<file path="src/rtl/ram_pkg.sv">
// Shared RAM geometry plus the arbiter's state encoding.
package ram_pkg;

  localparam int unsigned DATA_WIDTH = 8;
  localparam int unsigned DEPTH      = 16;
  localparam int unsigned ADDR_WIDTH = $clog2(DEPTH);

  typedef enum logic [1:0] {
    ARB_IDLE,
    ARB_ACCESS,
    ARB_RESP
  } arb_state_e;

  // Index width for a requester vector; never zero even for a single requester.
  function automatic int unsigned idx_width(input int unsigned n);
    return (n > 1) ? $clog2(n) : 1;
  endfunction

endpackage

</file>
<file path="src/rtl/rr_grant.sv">
// Combinational one-hot requester picker: round-robin from ptr, or fixed priority
// (requester 0 highest) when RAM_ARB_FIXED_PRIORITY_EN is defined.
module rr_grant #(
  parameter int unsigned NUM_REQ = 2,
  parameter int unsigned IDX_W   = (NUM_REQ > 1) ? $clog2(NUM_REQ) : 1
) (
  input  logic [NUM_REQ-1:0] req,
  input  logic [IDX_W-1:0]   ptr,
  output logic [NUM_REQ-1:0] gnt,
  output logic [IDX_W-1:0]   idx,
  output logic               any
);

`ifdef RAM_ARB_FIXED_PRIORITY_EN

  logic unused_ptr;
  assign unused_ptr = ^ptr;

  always_comb begin
    gnt = '0;
    idx = '0;
    any = 1'b0;
    for (int unsigned k = 0; k < NUM_REQ; k++) begin
      if (!any && req[IDX_W'(k)]) begin
        any                = 1'b1;
        gnt[IDX_W'(k)]     = 1'b1;
        idx                = IDX_W'(k);
      end
    end
  end

`else

  always_comb begin
    int unsigned j;
    logic [IDX_W-1:0] jj;
    gnt = '0;
    idx = '0;
    any = 1'b0;
    j   = 0;
    jj  = '0;
    // Search starts at ptr and wraps modulo NUM_REQ.
    for (int unsigned k = 0; k < NUM_REQ; k++) begin
      j  = (32'(ptr) + k) % NUM_REQ;
      jj = IDX_W'(j);
      if (!any && req[jj]) begin
        any     = 1'b1;
        gnt[jj] = 1'b1;
        idx     = jj;
      end
    end
  end

`endif

endmodule

</file>
<file path="src/rtl/ram_access_arbiter.sv">
// Shares one single-port RAM between NUM_REQ requesters, one access in flight.
// Define RAM_ARB_FIXED_PRIORITY_EN for fixed priority instead of round-robin.
module ram_access_arbiter
  import ram_pkg::*;
#(
  parameter int unsigned NUM_REQ    = 2,
  parameter int unsigned DATA_WIDTH = ram_pkg::DATA_WIDTH,
  parameter int unsigned ADDR_WIDTH = ram_pkg::ADDR_WIDTH
) (
  input  logic                            clk,
  input  logic                            rst_n,
  input  logic [NUM_REQ-1:0]              req_valid,
  output logic [NUM_REQ-1:0]              req_ready,
  input  logic [NUM_REQ-1:0]              req_we,
  input  logic [NUM_REQ*ADDR_WIDTH-1:0]   req_addr,
  input  logic [NUM_REQ*DATA_WIDTH-1:0]   req_wdata,
  output logic [NUM_REQ-1:0]              rsp_valid,
  output logic [DATA_WIDTH-1:0]           rsp_data,
  output logic                            ram_cs,
  output logic                            ram_we,
  output logic                            ram_oe,
  output logic [ADDR_WIDTH-1:0]           ram_addr,
  output logic [DATA_WIDTH-1:0]           ram_wdata,
  input  logic [DATA_WIDTH-1:0]           ram_rdata
);

  localparam int unsigned IDX_W = idx_width(NUM_REQ);

  arb_state_e              state_q, state_d;
  logic [IDX_W-1:0]        owner_q, owner_d;
  logic                    ram_cs_q, ram_cs_d;
  logic                    ram_we_q, ram_we_d;
  logic                    ram_oe_q, ram_oe_d;
  logic [ADDR_WIDTH-1:0]   ram_addr_q, ram_addr_d;
  logic [DATA_WIDTH-1:0]   ram_wdata_q, ram_wdata_d;
  logic [NUM_REQ-1:0]      rsp_valid_q, rsp_valid_d;
  logic [DATA_WIDTH-1:0]   rsp_data_q, rsp_data_d;

  logic [IDX_W-1:0]        grant_ptr;
  logic [NUM_REQ-1:0]      grant;
  logic [IDX_W-1:0]        grant_idx;
  logic                    grant_any;

`ifdef RAM_ARB_FIXED_PRIORITY_EN
  assign grant_ptr = '0;
`else
  logic [IDX_W-1:0]        rr_ptr_q, rr_ptr_d;

  assign grant_ptr = rr_ptr_q;

  always_comb begin
    rr_ptr_d = rr_ptr_q;
    if (state_q == ARB_IDLE && grant_any) begin
      rr_ptr_d = (grant_idx == IDX_W'(NUM_REQ - 1)) ? '0 : grant_idx + IDX_W'(1);
    end
  end

  always_ff @(posedge clk or negedge rst_n) begin
    if (!rst_n) begin
      rr_ptr_q <= '0;
    end else begin
      rr_ptr_q <= rr_ptr_d;
    end
  end
`endif

  rr_grant #(
    .NUM_REQ (NUM_REQ),
    .IDX_W   (IDX_W)
  ) u_rr_grant (
    .req (req_valid),
    .ptr (grant_ptr),
    .gnt (grant),
    .idx (grant_idx),
    .any (grant_any)
  );

  assign req_ready = (state_q == ARB_IDLE) ? grant : '0;

  always_comb begin
    state_d     = state_q;
    owner_d     = owner_q;
    ram_cs_d    = ram_cs_q;
    ram_we_d    = ram_we_q;
    ram_oe_d    = ram_oe_q;
    ram_addr_d  = ram_addr_q;
    ram_wdata_d = ram_wdata_q;
    rsp_valid_d = '0;
    rsp_data_d  = rsp_data_q;

    unique case (state_q)
      ARB_IDLE: begin
        if (grant_any) begin
          state_d     = ARB_ACCESS;
          owner_d     = grant_idx;
          ram_cs_d    = 1'b1;
          ram_we_d    = req_we[grant_idx];
          ram_oe_d    = ~req_we[grant_idx];
          ram_addr_d  = req_addr[32'(grant_idx) * ADDR_WIDTH +: ADDR_WIDTH];
          ram_wdata_d = req_wdata[32'(grant_idx) * DATA_WIDTH +: DATA_WIDTH];
        end
      end
      ARB_ACCESS: begin
        state_d  = ram_we_q ? ARB_IDLE : ARB_RESP;
        ram_cs_d = 1'b0;
        ram_we_d = 1'b0;
        ram_oe_d = 1'b0;
      end
      ARB_RESP: begin
        // Only place ram_rdata is sampled; it is Z everywhere else.
        state_d              = ARB_IDLE;
        rsp_data_d           = ram_rdata;
        rsp_valid_d[owner_q] = 1'b1;
      end
      default: state_d = ARB_IDLE;
    endcase
  end

  always_ff @(posedge clk or negedge rst_n) begin
    if (!rst_n) begin
      state_q     <= ARB_IDLE;
      owner_q     <= '0;
      ram_cs_q    <= 1'b0;
      ram_we_q    <= 1'b0;
      ram_oe_q    <= 1'b0;
      ram_addr_q  <= '0;
      ram_wdata_q <= '0;
      rsp_valid_q <= '0;
      rsp_data_q  <= '0;
    end else begin
      state_q     <= state_d;
      owner_q     <= owner_d;
      ram_cs_q    <= ram_cs_d;
      ram_we_q    <= ram_we_d;
      ram_oe_q    <= ram_oe_d;
      ram_addr_q  <= ram_addr_d;
      ram_wdata_q <= ram_wdata_d;
      rsp_valid_q <= rsp_valid_d;
      rsp_data_q  <= rsp_data_d;
    end
  end

  assign ram_cs    = ram_cs_q;
  assign ram_we    = ram_we_q;
  assign ram_oe    = ram_oe_q;
  assign ram_addr  = ram_addr_q;
  assign ram_wdata = ram_wdata_q;
  assign rsp_valid = rsp_valid_q;
  assign rsp_data  = rsp_data_q;

endmodule

</file>
<file path="config.mk">
export PLATFORM = sky130hd
export DESIGN_NAME = ram_access_arbiter
export DESIGN_NICKNAME = d
export VERILOG_FILES = /design/src/rtl/ram_pkg.sv /design/src/rtl/rr_grant.sv /design/src/rtl/ram_access_arbiter.sv
export SDC_FILE = /design/constraint.sdc
export NUM_CORES = 1
export LEC_CHECK = 0
export BUFFER_PORTS_ARGS = -buffer_cell sky130_fd_sc_hd__buf_2
export CAP_MARGIN = 20
export CORE_ASPECT_RATIO = 1.25
export CORE_MARGIN = 10
export CORE_UTILIZATION = 35
export CTS_CLUSTER_DIAMETER = 150
export DETAILED_ROUTE_END_ITERATION = 16
export GPL_TIMING_DRIVEN = 0
export PLACE_DENSITY = 0.64
export RECOVER_POWER = 25
export SLEW_MARGIN = 10
export SYNTH_ARGS = -nofsm -noshare
export SYNTH_HDL_FRONTEND = slang
export SYNTH_SLANG_ARGS = --single-unit
</file>
<file path="constraint.sdc">
create_clock -name clk -period 1.7 [get_ports clk]
set_input_delay 0.34 -clock clk [delete_from_list [all_inputs] [get_ports clk]]
set_output_delay 0.34 -clock clk [all_outputs]
set_load 0.01 [all_outputs]
</file>
Yosys cells after proc, flatten, opt, wreduce, memory -nomap -nowiden:

Index checks and enable logic that the tools add are counted.

* add/subtract/negate cells: 2
* order comparisons: 7
* eq/ne operators: 3
* shifts and indexed selects: 2
* multiplexer cells: 30
* bitwise operators: 2
* reductions and logical operators: 10

Operator list (number)
* $mux W1: 17
* $shiftx A16 B5 Y8: 1
* $mux W2: 6
* $lt A1 B2 Y1 const B: 4
* $shiftx A8 B4 Y4: 1
* $pmux W1 S2: 3
* $logic_and A1 B1 Y1: 5
* $pmux W2 S2: 1
* $reduce_and A2 Y1: 2
* $demux W1 S1: 3
* $ge A1 B1 Y1 const B: 3
* $add A1 B1 Y1 const B: 2
* $eq A2 B1 Y1 const B: 1
* $eq A2 B2 Y1 const B: 1
* $logic_not A2 Y1: 1
* $ne A2 B2 Y1 const B: 1
* $or A2 B2 Y2: 1
* $reduce_bool A2 Y1: 1
* $logic_not A1 Y1: 1
* $not A1 Y1: 1

* flip-flop bits (word level): 29
* bits of input ports: 38

Longest topological paths before layout:

* word-level depth: 11
* mapped depth: 5

Cells and area by module:

From an unflattened synthesis, not the netlist that was laid out.

* cells, all modules: 106
* area, all modules: 1295.0 µm²

Modules (own cells, without submodules)
* ram_access_arbiter: times used 1, cells an instance 101, area an instance 1262.5 µm²
* rr_grant: times used 1, cells an instance 5, area an instance 32.5 µm²

Worst setup path after synthesis:

Ideal clock, no wire load.

* path type: register -> output
* from: reg rr_ptr_q, in the netlist grant_ptr
* to: out req_ready[1]
* arrival time: 1.072 ns
* data required time: 1.360 ns
* slack: 0.288 ns
* cell stages (with the launch flop): 4
* path buffers: 1
* path through: dfrtp_1 > and2b_2 > nor4_2 > buf_6

* word-level cells in the longest chain between the ends: 8
* elaborated cells between the ends (all ways): 22
* classes of those cells: 1 x add/sub; 4 x order compare; 12 x mux; 1 x bitwise; 4 x reduce/logical

Ends and longest elaborated chain
* start, declared: line ram_access_arbiter.sv:47 `logic [IDX_W-1:0] rr_ptr_q, rr_ptr_d;`
* start signal, assigned: line ram_access_arbiter.sv:62 `rr_ptr_q <= rr_ptr_d;`
* $add A1 B1 Y1, or another cell as far along: line rr_grant.sv:44 `j = (32'(ptr) + k) % NUM_REQ;`
* $lt A1 B2 Y1 (implied by the code), or another cell as far along: line rr_grant.sv:48 `gnt[jj] = 1'b1;`
* $logic_and A1 B1 Y1 (implied by the code) or $mux W1 (tied branches): line rr_grant.sv:48
* $mux W1 (implied by the code) or $demux W1 S1 (tied branches)
* $demux W1 S1 or $mux W2 (tied branches)
* $or A2 B2 Y2 (no source line)
* $mux W2 (*): line rr_grant.sv:46 `if (!any && req[jj]) begin`
* $mux W2 (*): line ram_access_arbiter.sv:78 `assign req_ready = (state_q == ARB_IDLE) ? grant : '0;`
* end, declared: line ram_access_arbiter.sv:13 `output logic [NUM_REQ-1:0] req_ready,`

Every way passes the cells marked *; elsewhere a longest branch is shown, timed or not. The select of a mux whose other input is x is not followed.

Final worst setup path:

Same ends and word-level chain as after synthesis.

==> results.yml <==
synth:
  synth.area.top_cells: "dfrtp_1, a21boi_0, mux2_2, a221o_1, a221o_2"
  ys_warn_count: 0
  async_flop_share_pct: 100
  yosysUniqueCellTypes: 22
  synth_common_cells: "dfrtp_1, a21boi_0, a221o_1, mux2_2, nand2_1"
  synth_most_common_cell: "dfrtp_1"
  synth-edff-count: 0
  synth_top_family_by_area: "compound AO/OA/AOI/OAI gates"
  synth_compound_area_share_pct: 22.0
  synth-xor-area-share_pct: 0
  yosysSeqAreaShare_pct: 59.1
  synth_simple_gate_area_share_pct: 6.92
  ys.flop_type: "dfrtp_1"
  synth_top_area_share_pct: 59.1
  ys_ff_latch: 29
  syn_area_mm2: 0.00123
  synth-adder-area-share_pct: 0
  synth_mux_area_share_pct: 7.33
  yosys.area.top_type: "dfrtp_1"
  syn_nets: 130
  syn_inst: 92
  syn_area_per_cell_um2: 13.4
placement:
  post-place-ws_ps: -112
  numPortBuffers: 64
  place_inst: 195
  placed_cell_area_mm2: 0.00160
  dpl.hpwl_um: 2610
  gp_congestion: 0.703
die:
  ios: 65
  die_width_um: 73.0
  row_count: 24
  die_h_um: 86.2
  initial_core_util_pct: 35.9
  core_area_mm2: 0.00342
  dieArea_mm2: 0.00630
critical_path:
  start_kind: "flop"
  path_class: "reg -> out"
  cp.required_ps: 1360
  cp_data_arrival_time_ps: 1300
  endpoint_kind: "output pin"
  worst-path-max-fanout: 3
pwr:
  p_int_mw: 2.16
  p_leak_nw: 0.898
  seqPwrFrac_pct: 37.3
  power_density_mw_per_mm2: 1880
  clockPowerShare_pct: 16.6
  vdd_ir_drop_max_mv: 0.952
  comb_power_share_pct: 46.1
  p_switching_mw: 1.13
  totalPowerFinal_mw: 3.29
  switching_share_pct: 34.4
final_layout:
  final_area_mm2: 0.00175
  diodes: 0
  fillers: 316
  fin_nets: 206
  fin_cells: 207
  syn_to_final_growth_pct: 42.5
  post-route-util_pct: 51.1
  drive_gt1_share_pct: 59.5
routing:
  routedWlPerCell_um: 16.1
  drtAntennaViolNets: 0
  drc: 0
  routed_wl_um: 3330
  first_pass_iters: 4
  drtIter0Drc: 26
  via_per_inst: 5.02
  via_count: 1040
timing:
  setup-violations-final: 0
  finalClockSkew_ps: 0.966
  tns_ps: 0
  max_freq_ghz: 0.609
  fin_crit_sh_pct: 96.6
  rsz0062_at_grt: "no"
  whs_ps: 112
  post-route-min-period_ps: 1640
  finalHoldViolCount: 0
  timing.final.ws_setup_ps: 57.7
  tightest_slew_ps: 704
  slew_violations: 0
  relSlewSlack_pct: 53.1
global_routing:
  antenna_found_initial: 0
  grtUsageTotal_pct: 10.8
  grt_pass1_vias: 1231
  grt_pass1_wl_um: 5420
  grt.overflow.total: 0
  grt_max_degree: 30
cts:
  hold_buffers: 0
  clk_latency_ps: 270
  cts_tree: "yes"
  cts_buffer_depth: 2
  htree_levels: 2
  clock_sinks: 29
  clkSlewWorstSetupHoldPaths_ps: 60
  cts_made_buffers: 5
  root_buffer: "clkbuf_8"
run:
  drv_cap: 0
outcome:
  status: "finished, final reports clean"
min_path:
  hold_path_class: "in -> async"
## cells in the final DEF (no fill, tap or decap), types with 3 or more instances in the layout
cell	n
buf_6	4
buf_4	7
inv_1	3
dfrtp_1	27
nand2_1	5
a221o_2	4
a21boi_0	12
a221o_1	8
mux2_2	8
clkbuf_8	6
nor2_1	3
buf_2	62
## area by class of cell
cell class / count / area [um^2] / area share (%)
sequential: 29 / 728 / 41.6
multi-input combinational: 54 / 459 / 26.2
timing repair buffer: 71 / 385 / 22.0
clock buffer: 7 / 86.3 / 4.93
tap: 39 / 48.8 / 2.79
buffer: 4 / 31.3 / 1.79
inverter: 3 / 11.3 / 0.643
## logic make-up (layout without fill, tap and decap cells)
kind of cell	after synthesis	after routing
buf+inv	9	85
flops	29	29
compound gates	31	31
mux	8	8
simple gates	15	15
## worst max-delay path, cell delays in order, from the launching register on
cell     delay, ps
dfrtp_1        360
and2b_2        250
nor4_4         180
buf_6          150
buf_6           90
## repair_timing
| action | CTS | global route |
|---|---|---|
| buffers inserted | 4 | 3 |
| resized for setup | 6 | 0 |
| endpoints found under the setup margin | 2 | 3 |
| pin swaps | 2 | 1 |
## registers in the layout (all words and copies together), names as in the netlist
register   flops
ram_cs         1
ram_wdata      8
rsp_valid      2
state_q        2
ram_we         1
ram_oe         1
ram_addr       4
grant_ptr      1
owner_q        1
rsp_data       8
## power by group through the flow
stage	Sequential (mW)	Clock (mW)	Combinational, mW
after global placement	1.20	0	1.41
after detailed placement	1.21	0	1.44
after CTS	1.23	0.566	1.52
final	1.23	0.546	1.52
after global routing	1.27	0.588	1.67
after floorplan	1.34	0	0.756
## per-layer routing
metal / track usage (%) / wire length [um] / vias up
met5: 0 / 0 / -
met4: 5.02 / 37 / 0
met3: 8.12 / 519 / 5
met2: 17.0 / 1500 / 54
met1: 10.2 / 1270 / 489
li1: - / - / 492
## worst paths after layout
| check | start | end | slack [ps] | cells after the start |
|---|---|---|---|---|
| min in group clk | req_addr[0] | ram_addr[0] | 300 | 2 |
| max in group asynchronous | rst_n | state_q[0] | 1100 | 1 |
| hold reg to reg | ram_we | state_q[1] | 450 | 1 |
| setup reg to reg | state_q[0] | ram_wdata[3] | 280 | 5 |
| hold / removal | rst_n | rsp_data[0] | 110 | 1 |
| setup / recovery | grant_ptr | req_ready[1] | 60 | 4 |
Note: power is estimated with default switching activity, not from simulation.
